[config.mk]
export PLATFORM = sky130hd
export DESIGN_NAME = cargador_fecha_serie_flat
export DESIGN_NICKNAME = d
export VERILOG_FILES = /design/src/rtl/fecha_pkg.sv /design/src/rtl/cargador_fecha_serie_if.sv /design/src/rtl/cargador_fecha_serie_temporizador_espera.sv /design/src/rtl/cargador_fecha_serie.sv /design/src/flat_wrapper.sv
export SDC_FILE = /design/constraint.sdc
export NUM_CORES = 1
export LEC_CHECK = 0
export ABC_AREA = 1
export CORE_MARGIN = 2
export CORE_UTILIZATION = 26
export CTS_CLUSTER_DIAMETER = 200
export DETAILED_ROUTE_END_ITERATION = 16
export GPL_TIMING_DRIVEN = 0
export PLACE_DENSITY = 0.51
export REMOVE_ABC_BUFFERS = 1
export SLEW_MARGIN = 40
export SYNTH_ARGS = -nofsm -noshare
export SYNTH_HDL_FRONTEND = slang
export SYNTH_SLANG_ARGS = --single-unit
[constraint.sdc]
create_clock -name clk -period 1.7 [get_ports clk]
set_input_delay 0.34 -clock clk [delete_from_list [all_inputs] [get_ports clk]]
set_output_delay 0.34 -clock clk [all_outputs]
set_load 0.01 [all_outputs]
[src/rtl/fecha_pkg.sv]
// Shared definitions for the date loader and the date comparator.
package fecha_pkg;

    // Default field widths and the serial frame length built from them
    localparam int ANCHO_MES_DEF = 4;
    localparam int ANCHO_DIA_DEF = 5;
    localparam int FRAME_DEF     = ANCHO_MES_DEF + ANCHO_DIA_DEF;

    // Width of the idle (no valid bit) counter inside a frame
    localparam int IDLE_W = 8;

    // Frame reception FSM
    typedef enum logic [1:0] {
        REPOSO  = 2'b00,
        RECIBE  = 2'b01,
        ENTREGA = 2'b10
    } estado_t;

    // Comparator result codes, also used by the comparator bench
    typedef enum logic [1:0] {
        INVALIDA = 2'b00,
        VENCIDO  = 2'b01,
        VIGENTE  = 2'b10
    } resultado_t;

    // Bits needed for a counter that must be able to hold the value 'frame'
    function automatic int ancho_contador(input int frame);
        return $clog2(frame + 1);
    endfunction

endpackage

[src/rtl/cargador_fecha_serie_if.sv]
// Bus between the label reader / reference port and the date loader.
interface cargador_fecha_serie_if #(
    parameter int ANCHO_MES = 4,
    parameter int ANCHO_DIA = 5
);
    logic                 inicio;
    logic                 dato_serie;
    logic                 dato_valido;
    logic                 ref_carga;
    logic [ANCHO_DIA-1:0] dia_ref_in;
    logic [ANCHO_MES-1:0] mes_ref_in;
    logic [ANCHO_DIA-1:0] dia;
    logic [ANCHO_MES-1:0] mes;
    logic [ANCHO_DIA-1:0] diaRef;
    logic [ANCHO_MES-1:0] mesRef;
    logic                 listo;
    logic                 ocupado;
    logic                 error_to;

    // Reader side: drives the serial frame and the reference load
    modport master (
        output inicio, dato_serie, dato_valido, ref_carga, dia_ref_in, mes_ref_in,
        input  dia, mes, diaRef, mesRef, listo, ocupado, error_to
    );

    // Loader side
    modport slave (
        input  inicio, dato_serie, dato_valido, ref_carga, dia_ref_in, mes_ref_in,
        output dia, mes, diaRef, mesRef, listo, ocupado, error_to
    );
endinterface

[src/rtl/cargador_fecha_serie_temporizador_espera.sv]
// Idle-cycle counter used to abort a frame whose bits stop arriving.
module temporizador_espera
    import fecha_pkg::*;
#(
    parameter int TIMEOUT = 16
) (
    input  logic clk,
    input  logic reset,
    input  logic clr_i,
    input  logic en_i,
    output logic expira_o
);

    // The current idle cycle is the one that brings the count up to TIMEOUT
    localparam logic [IDLE_W-1:0] LIMITE = IDLE_W'(TIMEOUT - 1);

    logic [IDLE_W-1:0] cuenta_q, cuenta_d;

    // Next count: clear wins, otherwise count idle cycles without wrapping
    always_comb begin
        cuenta_d = cuenta_q;
        if (clr_i) begin
            cuenta_d = '0;
        end else if (en_i && (cuenta_q != '1)) begin
            cuenta_d = cuenta_q + 1'b1;
        end
    end

    // Counter register
    always_ff @(posedge clk) begin
        if (reset) begin
            cuenta_q <= '0;
        end else begin
            cuenta_q <= cuenta_d;
        end
    end

    assign expira_o = en_i && (cuenta_q == LIMITE);

endmodule

[src/rtl/cargador_fecha_serie.sv]
// Serial expiry-date loader: assembles month/day from a 9-bit MSB-first
// frame and holds the parallel-loaded reference date for the comparator.
module cargador_fecha_serie
    import fecha_pkg::*;
#(
    parameter int ANCHO_MES = ANCHO_MES_DEF,
    parameter int ANCHO_DIA = ANCHO_DIA_DEF,
    parameter int TIMEOUT   = 16
) (
    input  logic                   clk,
    input  logic                   reset,
    cargador_fecha_serie_if.slave  bus
);

    localparam int FRAME  = ANCHO_MES + ANCHO_DIA;
    localparam int BITS_W = ancho_contador(FRAME);
    localparam logic [BITS_W-1:0] ULTIMO = BITS_W'(FRAME - 1);
    localparam logic [BITS_W-1:0] LLENO  = BITS_W'(FRAME);

    estado_t              estado_q, estado_d;
    logic [BITS_W-1:0]    bits_q, bits_d;
    logic [FRAME-1:0]     trama_q, trama_d;
    logic [FRAME-1:0]     trama_completa;
    logic [ANCHO_DIA-1:0] dia_q, dia_d, dia_ref_q, dia_ref_d;
    logic [ANCHO_MES-1:0] mes_q, mes_d, mes_ref_q, mes_ref_d;
    logic                 error_q, error_d;
    logic                 desplaza, completa;
    logic                 espera_en, espera_clr, expira;
    logic                 listo, ocupado;

    // A restart request always beats a data bit arriving in the same cycle
    assign desplaza       = (estado_q == RECIBE) && !bus.inicio && bus.dato_valido;
    assign completa       = desplaza && (bits_q == ULTIMO);
    assign trama_completa = {trama_q[FRAME-2:0], bus.dato_serie};

    // Idle counting only matters inside a frame; any state change or
    // accepted bit/restart starts the idle run again from zero
    assign espera_en  = (estado_q == RECIBE) && !bus.dato_valido;
    assign espera_clr = (estado_d != estado_q) ||
                        ((estado_q == RECIBE) && (bus.inicio || bus.dato_valido));

    temporizador_espera #(
        .TIMEOUT (TIMEOUT)
    ) u_espera (
        .clk      (clk),
        .reset    (reset),
        .clr_i    (espera_clr),
        .en_i     (espera_en),
        .expira_o (expira)
    );

    // FSM state register
    always_ff @(posedge clk) begin
        if (reset) begin
            estado_q <= REPOSO;
        end else begin
            estado_q <= estado_d;
        end
    end

    // FSM next state; timeout abort raises the error pulse for the next cycle
    always_comb begin
        estado_d = estado_q;
        error_d  = 1'b0;
        case (estado_q)
            REPOSO: begin
                if (bus.inicio) begin
                    estado_d = RECIBE;
                end
            end
            RECIBE: begin
                if (bus.inicio) begin
                    estado_d = RECIBE;
                end else if (expira) begin
                    estado_d = REPOSO;
                    error_d  = 1'b1;
                end else if (completa) begin
                    estado_d = ENTREGA;
                end
            end
            ENTREGA: begin
                estado_d = bus.inicio ? RECIBE : REPOSO;
            end
            default: begin
                estado_d = REPOSO;
            end
        endcase
    end

    // FSM outputs decoded from the current state
    always_comb begin
        listo   = (estado_q == ENTREGA);
        ocupado = (estado_q == RECIBE);
    end

    // Datapath next values: shift register, bit counter, date fields
    always_comb begin
        bits_d    = bits_q;
        trama_d   = trama_q;
        dia_d     = dia_q;
        mes_d     = mes_q;
        dia_ref_d = dia_ref_q;
        mes_ref_d = mes_ref_q;

        if (bus.inicio || (estado_d != RECIBE)) begin
            bits_d  = '0;
            trama_d = '0;
        end else if (desplaza) begin
            trama_d = trama_completa;
            if (bits_q != LLENO) begin
                bits_d = bits_q + 1'b1;
            end
        end

        // The last bit is taken straight from the input so the fields
        // update on the same edge that samples it
        if (completa) begin
            mes_d = trama_completa[FRAME-1:ANCHO_DIA];
            dia_d = trama_completa[ANCHO_DIA-1:0];
        end

        if (bus.ref_carga) begin
            dia_ref_d = bus.dia_ref_in;
            mes_ref_d = bus.mes_ref_in;
        end
    end

    // Datapath and error-pulse registers
    always_ff @(posedge clk) begin
        if (reset) begin
            bits_q    <= '0;
            trama_q   <= '0;
            dia_q     <= '0;
            mes_q     <= '0;
            dia_ref_q <= '0;
            mes_ref_q <= '0;
            error_q   <= 1'b0;
        end else begin
            bits_q    <= bits_d;
            trama_q   <= trama_d;
            dia_q     <= dia_d;
            mes_q     <= mes_d;
            dia_ref_q <= dia_ref_d;
            mes_ref_q <= mes_ref_d;
            error_q   <= error_d;
        end
    end

    assign bus.dia      = dia_q;
    assign bus.mes      = mes_q;
    assign bus.diaRef   = dia_ref_q;
    assign bus.mesRef   = mes_ref_q;
    assign bus.listo    = listo;
    assign bus.ocupado  = ocupado;
    assign bus.error_to = error_q;

endmodule

[src/flat_wrapper.sv]
// flat-port wrapper written by rule: the top's interface ports become plain ports
module cargador_fecha_serie_flat import fecha_pkg::*;
#(
    parameter int ANCHO_MES = ANCHO_MES_DEF,
    parameter int ANCHO_DIA = ANCHO_DIA_DEF,
    parameter int TIMEOUT   = 16
)
  (clk, reset, bus_inicio, bus_dato_serie, bus_dato_valido, bus_ref_carga, bus_dia_ref_in, bus_mes_ref_in, bus_dia, bus_mes, bus_diaRef, bus_mesRef, bus_listo, bus_ocupado, bus_error_to);
  cargador_fecha_serie_if #(.ANCHO_MES(ANCHO_MES), .ANCHO_DIA(ANCHO_DIA)) bus_i ();
  input  logic clk;
  input  logic reset;
  input wire logic [$bits(bus_i.inicio)-1:0] bus_inicio;
  input wire logic [$bits(bus_i.dato_serie)-1:0] bus_dato_serie;
  input wire logic [$bits(bus_i.dato_valido)-1:0] bus_dato_valido;
  input wire logic [$bits(bus_i.ref_carga)-1:0] bus_ref_carga;
  input wire logic [$bits(bus_i.dia_ref_in)-1:0] bus_dia_ref_in;
  input wire logic [$bits(bus_i.mes_ref_in)-1:0] bus_mes_ref_in;
  output wire logic [$bits(bus_i.dia)-1:0] bus_dia;
  output wire logic [$bits(bus_i.mes)-1:0] bus_mes;
  output wire logic [$bits(bus_i.diaRef)-1:0] bus_diaRef;
  output wire logic [$bits(bus_i.mesRef)-1:0] bus_mesRef;
  output wire logic [$bits(bus_i.listo)-1:0] bus_listo;
  output wire logic [$bits(bus_i.ocupado)-1:0] bus_ocupado;
  output wire logic [$bits(bus_i.error_to)-1:0] bus_error_to;
  assign bus_i.inicio = bus_inicio;
  assign bus_i.dato_serie = bus_dato_serie;
  assign bus_i.dato_valido = bus_dato_valido;
  assign bus_i.ref_carga = bus_ref_carga;
  assign bus_i.dia_ref_in = bus_dia_ref_in;
  assign bus_i.mes_ref_in = bus_mes_ref_in;
  assign bus_dia = bus_i.dia;
  assign bus_mes = bus_i.mes;
  assign bus_diaRef = bus_i.diaRef;
  assign bus_mesRef = bus_i.mesRef;
  assign bus_listo = bus_i.listo;
  assign bus_ocupado = bus_i.ocupado;
  assign bus_error_to = bus_i.error_to;
  cargador_fecha_serie #(.ANCHO_MES(ANCHO_MES), .ANCHO_DIA(ANCHO_DIA), .TIMEOUT(TIMEOUT)) u_core (.clk(clk), .reset(reset), .bus(bus_i));
endmodule
Yosys cells after proc, flatten, opt, wreduce, memory -nomap -nowiden
Cells that the tools add are included.
Cells by class
  multiplexer cells: 7
  bitwise operators: 1
  eq/ne operators: 8
  reductions and logical operators: 17
  add/sub/neg operators: 2
Operators by type and width (number)
  $add A8 B1 Y8 const B: 1
  $eq A8 B4 Y1 const B: 1
  $mux W2: 4
  $ne A8 B8 Y1 const B: 1
  $logic_and A1 B1 Y1: 7
  $pmux W2 S3: 1
  $add A4 B1 Y4 const B: 1
  $eq A4 B4 Y1 const B: 1
  $ne A4 B4 Y1 const B: 1
  $reduce_or A2 Y1: 2
  $logic_or A1 B1 Y1: 3
  $reduce_or A3 Y1: 1
  $eq A2 B1 Y1 const B: 1
  $eq A2 B2 Y1 const B: 1
  $logic_not A1 Y1: 2
  $logic_not A2 Y1: 1
  $mux W1: 2
  $ne A2 B1 Y1 const B: 1
  $ne A2 B2 Y1: 1
  $reduce_and A2 Y1: 1
  $not A1 Y1: 1
Word-level totals
  register bits after elaboration: 41
  input bits: 15
  output and inout port bits: 21

Depth between registers and ports, before layout
Gate-level depths: netlist (run 1).
  depth after elaboration: 11
  depth in mapped cells: 10
  depth with buffers taken out: 10

Cells and area by module
From an unflattened synthesis (run 1), not the netlist that was laid out.
Second synthesis, totals
  cell total of the unflattened synthesis: 270
  area, all modules: 1933.1 µm²
Modules (own cells, without submodules)
  cargador_fecha_serie: cells an instance 194, instances 1, sequential area each 660.6 µm², area an instance 1432.6 µm²
  temporizador_espera: cells an instance 76, instances 1, sequential area each 160.2 µm², area an instance 500.5 µm²

Least setup slack after synthesis (run 1)
Ideal clock, no wire load.
  path kind: register -> register
  from: reg u_core.bits_q[0]
  to: reg u_core.bits_q[3]
  setup time: 0.116 ns
  arrival time: 1.246 ns
  cell stages (with the launch flop): 11
  path slack: 0.338 ns
  clock period less this slack: 1.362 ns
  path through: dfxtp_1 > inv_1 > ha_1 > inv_1 > nor2_1 > nand2_4 > nand3_2 > nand2_2 > nand4_2 > buf_4 > nor2_1
On the way
  cells in the longest elaborated chain, start to end: 9
  elaborated cells between the ends (all ways): 12
  classes of those cells: 1 x add/sub; 3 x eq/ne; 4 x mux; 4 x reduce/logical
Ends and longest elaborated chain
  start, declared: RTL line cargador_fecha_serie.sv:21  | logic [BITS_W-1:0] bits_q, bits_d;
  start signal, assigned: RTL line cargador_fecha_serie.sv:139  | bits_q <= bits_d;
  $eq A4 B4 Y1: RTL line cargador_fecha_serie.sv:33  | assign completa = desplaza && (bits_q == ULTIMO);
  $logic_and A1 B1 Y1: RTL line cargador_fecha_serie.sv:33
  $mux W2: RTL line cargador_fecha_serie.sv:77  | end else if (completa) begin
  $mux W2: RTL line cargador_fecha_serie.sv:74  | end else if (expira) begin
  $mux W2: RTL line cargador_fecha_serie.sv:72  | if (bus.inicio) begin
  $pmux W2 S3: RTL line cargador_fecha_serie.sv:65  | case (estado_q)
  $ne A2 B1 Y1: RTL line cargador_fecha_serie.sv:105  | if (bus.inicio || (estado_d != RECIBE)) begin
  $logic_or A1 B1 Y1: RTL line cargador_fecha_serie.sv:105
  $reduce_or A2 Y1 (no source line)
Parallel ways exist; a longest one is shown, timed or not.
A chain may end at the register's enable or synchronous reset.

Worst setup path after layout (run 1)
  from: in bus_inicio
  to: reg u_core.bits_q[3]
On the way
  cells in the longest elaborated chain, start to end: 11
  elaborated cells between the ends (all ways): 14
  classes of those cells: 1 x eq/ne; 6 x mux; 7 x reduce/logical
Ends and longest elaborated chain
  start, declared: RTL line flat_wrapper.sv:12  | input wire logic [$bits(bus_i.inicio)-1:0] bus_inicio;
  $logic_not A1 Y1: RTL line cargador_fecha_serie.sv:32  | assign desplaza = (estado_q == RECIBE) && !bus.inicio && bus.dato_valido;
  $logic_and A1 B1 Y1 (2 in a row): RTL line cargador_fecha_serie.sv:32
  $logic_and A1 B1 Y1: RTL line cargador_fecha_serie.sv:33
  $mux W2: RTL line cargador_fecha_serie.sv:77
  $mux W2: RTL line cargador_fecha_serie.sv:74
  $mux W2: RTL line cargador_fecha_serie.sv:72
  $pmux W2 S3: RTL line cargador_fecha_serie.sv:65
  $ne A2 B1 Y1: RTL line cargador_fecha_serie.sv:105
  $logic_or A1 B1 Y1: RTL line cargador_fecha_serie.sv:105
  $reduce_or A2 Y1 (no source line)
Parallel ways exist; a longest one is shown, timed or not.

==> impl_metrics.json, run 1 <==
{
  "status": "completed",
  "grt_pass1_wl_um": 6440,
  "synth.avg_cell_area_sq_um": 7.48,
  "p_int_w": 0.00138,
  "min_path_type": "flop to flop",
  "async_flop_share": 0,
  "ys_ff_latch": 41,
  "nFillCells": 734,
  "hpwl_um": 2670,
  "totalPowerFinal_w": 0.00181,
  "clkSlewWorstSetupHoldPaths_ns": 0.08,
  "port_buffers": 35,
  "antenna_left": 0,
  "sw_frac_of_total": 0.236,
  "dieWidth_um": 87.1,
  "route.detailed.drc": 0,
  "cts_root_buf": "clkbuf_8",
  "viasPerCell": 4.19,
  "power_frac_comb": 0.095,
  "antennaDiodeCount": 0,
  "clock.fmax_mhz": 633,
  "critPathKind": "input pin to flop",
  "crit_required_ns": 1.88,
  "p_switching_w": 0.000429,
  "vias": 1512,
  "antenna_found_initial": 0,
  "initial_utilization": 0.266,
  "clock_power_share": 0.359,
  "die_y_um": 87.1,
  "cts.htree.levels": 2,
  "final-setup-viol-count": 0,
  "die_area_sq_um": 7590,
  "grt_pass1_vias": 1429,
  "start_kind": "input pin",
  "drt_iter0_drc": 39,
  "cts-buffers-inserted": 5,
  "synth_edf_count": 0,
  "cp.arrival_ns": 1.76,
  "clkLatencyLatePin_ns": 0.29,
  "syn_area_sq_um": 1800,
  "min_period_over_period": 0.930,
  "placed_area_sq_um": 2210,
  "final_area_sq_um": 2360,
  "io_pins": 36,
  "core-area_sq_um": 6760,
  "seqPwrFrac": 0.545,
  "wl_um": 3870,
  "worst-path-max-fanout": 5,
  "synth-seq-area-share": 0.457,
  "final_nets": 300,
  "synth_cells": 240,
  "fin_skew_ns": 0.00157,
  "final_layout_size_suffix_gt1_frac": 0.117,
  "grtUsageTotal": 0.110,
  "area_growth_pct": 31.6,
  "gp_congestion": 0.800,
  "p_leak_nw": 0.955,
  "cap_violations": 0,
  "grt_max_degree": 16,
  "yosys_warnings": 0,
  "clock_sinks": 41,
  "dr.pass1.iters": 6,
  "post_drt_wl_per_cell_um": 10.7,
  "rows": 30,
  "powerDensity_nw_per_um2": 767,
  "rsz0062_at_grt": "no",
  "relSlewSlack": 0.733,
  "synth.distinct_cells": 26,
  "cts_max_path_buffers": 2,
  "fin_tns_setup_ns": 0,
  "gr-total-overflow": 0,
  "hold_viol": 0,
  "fin_crit_ns": 1.58,
  "cts_tree": "yes",
  "worst_slew_pin_slew_ns": 0.399,
  "maxSlewViolCount": 0,
  "ir_worst_vdd_v": 0.000275,
  "worstSetupEndpointType": "flop",
  "synthFlopType": "dfxtp_1"
}
## power by group through the flow
stage / logic, W / clock network (W) / registers (W)
2_1_floorplan: 0.0000686 / 0 / 0.00102
3_3_place_gp: 0.000165 / 0 / 0.00101
3_5_place_dp: 0.000165 / 0 / 0.00101
4_1_cts: 0.000175 / 0.000681 / 0.000989
5_1_grt: 0.000190 / 0.000714 / 0.000991
6_report: 0.000172 / 0.000652 / 0.000989
## routing by layer
metal / GRT usage / up-vias / share of wire
li1: - / 814 / -
met3: 0.0332 / 4 / 0.036
met5: 0 / - / 0
met2: 0.168 / 21 / 0.45
met4: 0.0587 / 0 / 0.021
met1: 0.138 / 673 / 0.49
## timing repair
item                       4_1_cts  5_1_grt
pin swaps                        1        0
setup endpoints to repair       31       24
setup buffers                    5        0
gates resized for setup          8        4
gates cloned                     0        0
hold buffers                     0        0
## per-stage QoR
stage          hold slack (ns)  std cells   util  setup slack [ns]
2_1_floorplan            0.412        234      -             0.280
6_report                 0.488        361  0.350             0.119
3_5_place_dp             0.478        349  0.327            -0.493
5_1_grt                  0.515        361  0.350          0.000646
3_3_place_gp             0.470        349  0.327            -0.495
4_1_cts                  0.495        361  0.349           0.00240
## worst max-delay path, cell delays in order
cell and delay, ns:
clkdlybuf4s50_1 0.41, inv_2 0.13, nand3_2 0.11, nor2_4 0.17
buf_4 0.17, nand2_1 0.10, nor2_1 0.14, xnor2_1 0.13
nor2_1 0.06
## state kept, by name, summed over array words and instances (netlist names)
name / flops
u_core.bits_q: 4
u_core.bus.mes: 4
u_core.bus.dia: 5
u_core.trama_q: 8
u_core.bus.mesRef: 4
u_core.bus.error_to: 1
u_core.u_espera.cuenta_q: 8
u_core.estado_q: 2
u_core.bus.diaRef: 5
## final timing paths
path / cells after the start / slack, ns / startpoint / end
worst max-delay path: 9 / 0.12 / bus_inicio / u_core.bits_q[3]
worst min-delay path: 2 / 0.49 / u_core.bus.mes[2] / u_core.bus.mes[2]
worst max register to register: 9 / 0.15 / u_core.u_espera.cuenta_q[0] / u_core.u_espera.cuenta_q[6]
worst min register to register: 2 / 0.49 / u_core.bus.mes[2] / u_core.bus.mes[2]
## placed cells by master (no fill, tap or decap), types with 2 or more instances in the layout
master            n
a211oi_1          3
buf_4             5
clkbuf_8          6
clkdlybuf4s50_1  33
clkinvlp_4        2
dfxtp_1          39
ha_1              4
inv_1            27
inv_2             3
nand2_1          35
nand2_2           4
nand3_1           8
nand3_2           2
nor2_1           61
nor2_2            4
nor3_1            2
o21ai_0          19
xor2_1            9
## final cells by class
cell class	count	area, sq um	share of cell area
Sequential cell	41	826	0.349
Clock buffer	7	86.3	0.0365
Multi-Input combinational cell	160	831	0.352
Inverter	33	131	0.0556
Timing Repair Buffer	40	389	0.165
Tap cell	80	100	0.0424
## synth_stat cells (2+ instances only)
library cell	instances	area (sq um)
nor2_1	62	233
dfxtp_1	41	821
nand2_1	36	135
inv_1	31	116
o21ai_0	19	95.1
xor2_1	9	78.8
nand3_1	8	40.0
ha_1	4	50.1
a211oi_1	3	22.5
buf_4	3	22.5
clkbuf_1	3	11.3
nand2_2	3	18.8
nor2_2	3	18.8
nand3_2	2	20.0
nor3_1	2	10.0
## cell families (layout without fill, tap and decap cells)
| family | Yosys count | in the layout | share of synthesized area |
|---|---|---|---|
| buffers and inverters | 39 | 80 | 0.0878 |
| flip-flops | 41 | 41 | 0.457 |
| AO/OA/AOI/OAI | 24 | 24 | 0.0753 |
| AND/OR/NAND/NOR | 121 | 121 | 0.298 |
| adder cells (fa/ha/maj) | 4 | 4 | 0.0279 |
| XOR/XNOR | 10 | 10 | 0.0488 |
| multiplexers | 1 | 1 | 0.00558 |
No activity file was read; power rests on OpenSTA's default activity.
==> inputs of run 2 (changes only) <==
==> constraint.sdc (replaced) <==
create_clock -name clk -period 1.7 [get_ports clk]
set_input_delay 0.255 -clock clk [delete_from_list [all_inputs] [get_ports clk]]
set_output_delay 0.255 -clock clk [all_outputs]
set_load 0.01 [all_outputs]
==> run 2 against run 1 <==
Effect of this change:
- clock skew up 0.00057 ns
- flip-flop and latch count unchanged
- sequential power about the same
- final cell count unchanged
- combinational power up 3%
- routed wire length up 4.4%
- largest cell class unchanged
==> impl_metrics.json, run 2 (synthesized netlist as in run 1, its figures left out) <==
{
  "dieWidth_um": 87.1,
  "post_drt_wl_per_cell_um": 11.2,
  "worst_slew_pin_slew_ns": 0.586,
  "drt_iter0_drc": 41,
  "final_cells": 361,
  "r2r_start": "u_core.bits_q[1]",
  "rows": 30,
  "grt_pass1_wl_um": 6420,
  "min_path_type": "flop to flop",
  "io_pins": 36,
  "dp_cells": 349,
  "final_cell_mix": "61 x nor2_1, 38 x dfxtp_1, 35 x nand2_1, 35 x clkdlybuf4s50_1, 28 x inv_1",
  "fin_crit_ns": 1.63,
  "clock.fmax_mhz": 614,
  "maxSlewViolCount": 0,
  "port_buffers": 35,
  "hold_start": "u_core.bus.mes[2]",
  "r2r-end": "u_core.trama_q[4]",
  "area_growth_pct": 32.2,
  "critPathKind": "flop to output port",
  "grt_max_degree": 17,
  "final_layout_size_suffix_gt1_frac": 0.117,
  "worst-path-max-fanout": 7,
  "crit_required_ns": 1.44,
  "grtUsageTotal": 0.109,
  "powerDensity_nw_per_um2": 763,
  "core-area_sq_um": 6760,
  "relSlewSlack": 0.609,
  "min_path_cells": 2,
  "status": "completed",
  "die_area_sq_um": 7590,
  "antenna_found_initial": 0,
  "totalPowerFinal_w": 0.00181,
  "cap_violations": 0,
  "fin_skew_ns": 0.00214,
  "cts_tree": "yes",
  "placed_area_sq_um": 2210,
  "min_period_over_period": 0.958,
  "gr-total-overflow": 0,
  "cts-buffers-inserted": 5,
  "die_y_um": 87.1,
  "final_area_sq_um": 2370,
  "hold_viol": 0,
  "final_nets": 300,
  "final-setup-viol-count": 0,
  "rsz0062_at_grt": "no",
  "reg_top3": "u_core.trama_q: 8 flops, u_core.u_espera.cuenta_q: 8 flops",
  "route.detailed.drc": 0,
  "nFillCells": 737,
  "initial_utilization": 0.266,
  "cp.arrival_ns": 1.37,
  "cts_root_buf": "clkbuf_8",
  "clkLatencyLatePin_ns": 0.28,
  "hold_ws_ns": 0.490,
  "gp_congestion": 0.800,
  "hold_end": "u_core.bus.mes[2]",
  "wl_um": 4040,
  "final_common_cell": "nor2_1",
  "ir_worst_vdd_v": 0.000272,
  "viasPerCell": 4.19,
  "worstSetupEndpointType": "output port",
  "vias": 1514,
  "start_kind": "flop",
  "p_leak_nw": 0.938,
  "dr.pass1.iters": 4,
  "antennaDiodeCount": 0,
  "regToRegSetupSlack_ns": 0.18,
  "hpwl_um": 2670,
  "antenna_left": 0,
  "clock_sinks": 41,
  "worstRegToRegCells": 9,
  "cts.htree.levels": 2,
  "clkSlewWorstSetupHoldPaths_ns": 0.08,
  "grt_pass1_vias": 1432,
  "cts_max_path_buffers": 2
}
run 2: cell count changes in the layout (fill, tap and decap cells not counted), sizes merged:
cell           before  now
buf                 5    4
dlymetal6s2s        1    0
clkinvlp            2    1
nand4               2    3
inv                30   31
clkdlybuf4s50      33   35
dlygate4sd2         1    0
run 2: repair_timing:
item / 4_1_cts / 5_1_grt
gates cloned: 0 / 1
hold buffers: 0 / 0
gates resized for setup: 4 / 7
pin swaps: 1 / 0
setup endpoints to repair: 22 / 23
setup buffers: 4 / 0
run 2: worst max-delay path, stage by stage (launching register included):
cell	delay, ns
dfxtp_2	0.41
nand2_2	0.10
inv_1	0.06
clkdlybuf4s50_1	0.52
run 2: metal layers:
| layer | GRT usage | part of all wire |
|---|---|---|
| met1 | 0.136 | 0.49 |
| met2 | 0.170 | 0.46 |
| met3 | 0.0332 | 0.031 |
| met4 | 0.0587 | 0.014 |
| met5 | 0 | 0 |
run 2: worst max-delay path by stage:
stage               slack (ns)                from                          end
CTS                       0.03  u_core.estado_q[1]                  bus_ocupado
finish                    0.07  u_core.estado_q[0]                  bus_ocupado
global route             0.003          bus_inicio  u_core.u_espera.cuenta_q[3]
global placement         -0.41          bus_inicio            u_core.bus.dia[1]
floorplan                 0.32  u_core.estado_q[0]            u_core.bus.dia[0]
detailed placement       -0.41          bus_inicio            u_core.bus.dia[1]
run 2: power breakdown:
group	internal, W	switching (W)	leakage (nW)	total (W)
Combinational	0.0000861	0.0000920	0.560	0.000178
Sequential	0.000978	0.0000119	0.334	0.000990
Clock	0.000323	0.000321	0.0443	0.000643
run 2: per-stage QoR:
step                       util  setup TNS (ns)  setup slack (ns)
after floorplan               -               0             0.318
final                     0.351               0            0.0713
after global placement    0.327          -10.09            -0.410
after global routing      0.351               0           0.00259
after CTS                 0.347               0            0.0269
after detailed placement  0.327           -9.71            -0.408
run 2: layout make-up:
cell class              count  area [sq um]  area share
flip-flops and latches     41           825       0.347
repair buffers             39           380       0.160
multi-input cells         161           852       0.359
well taps                  80           100      0.0422
inverters                  33           130      0.0548
clock buffers               7          86.3      0.0364
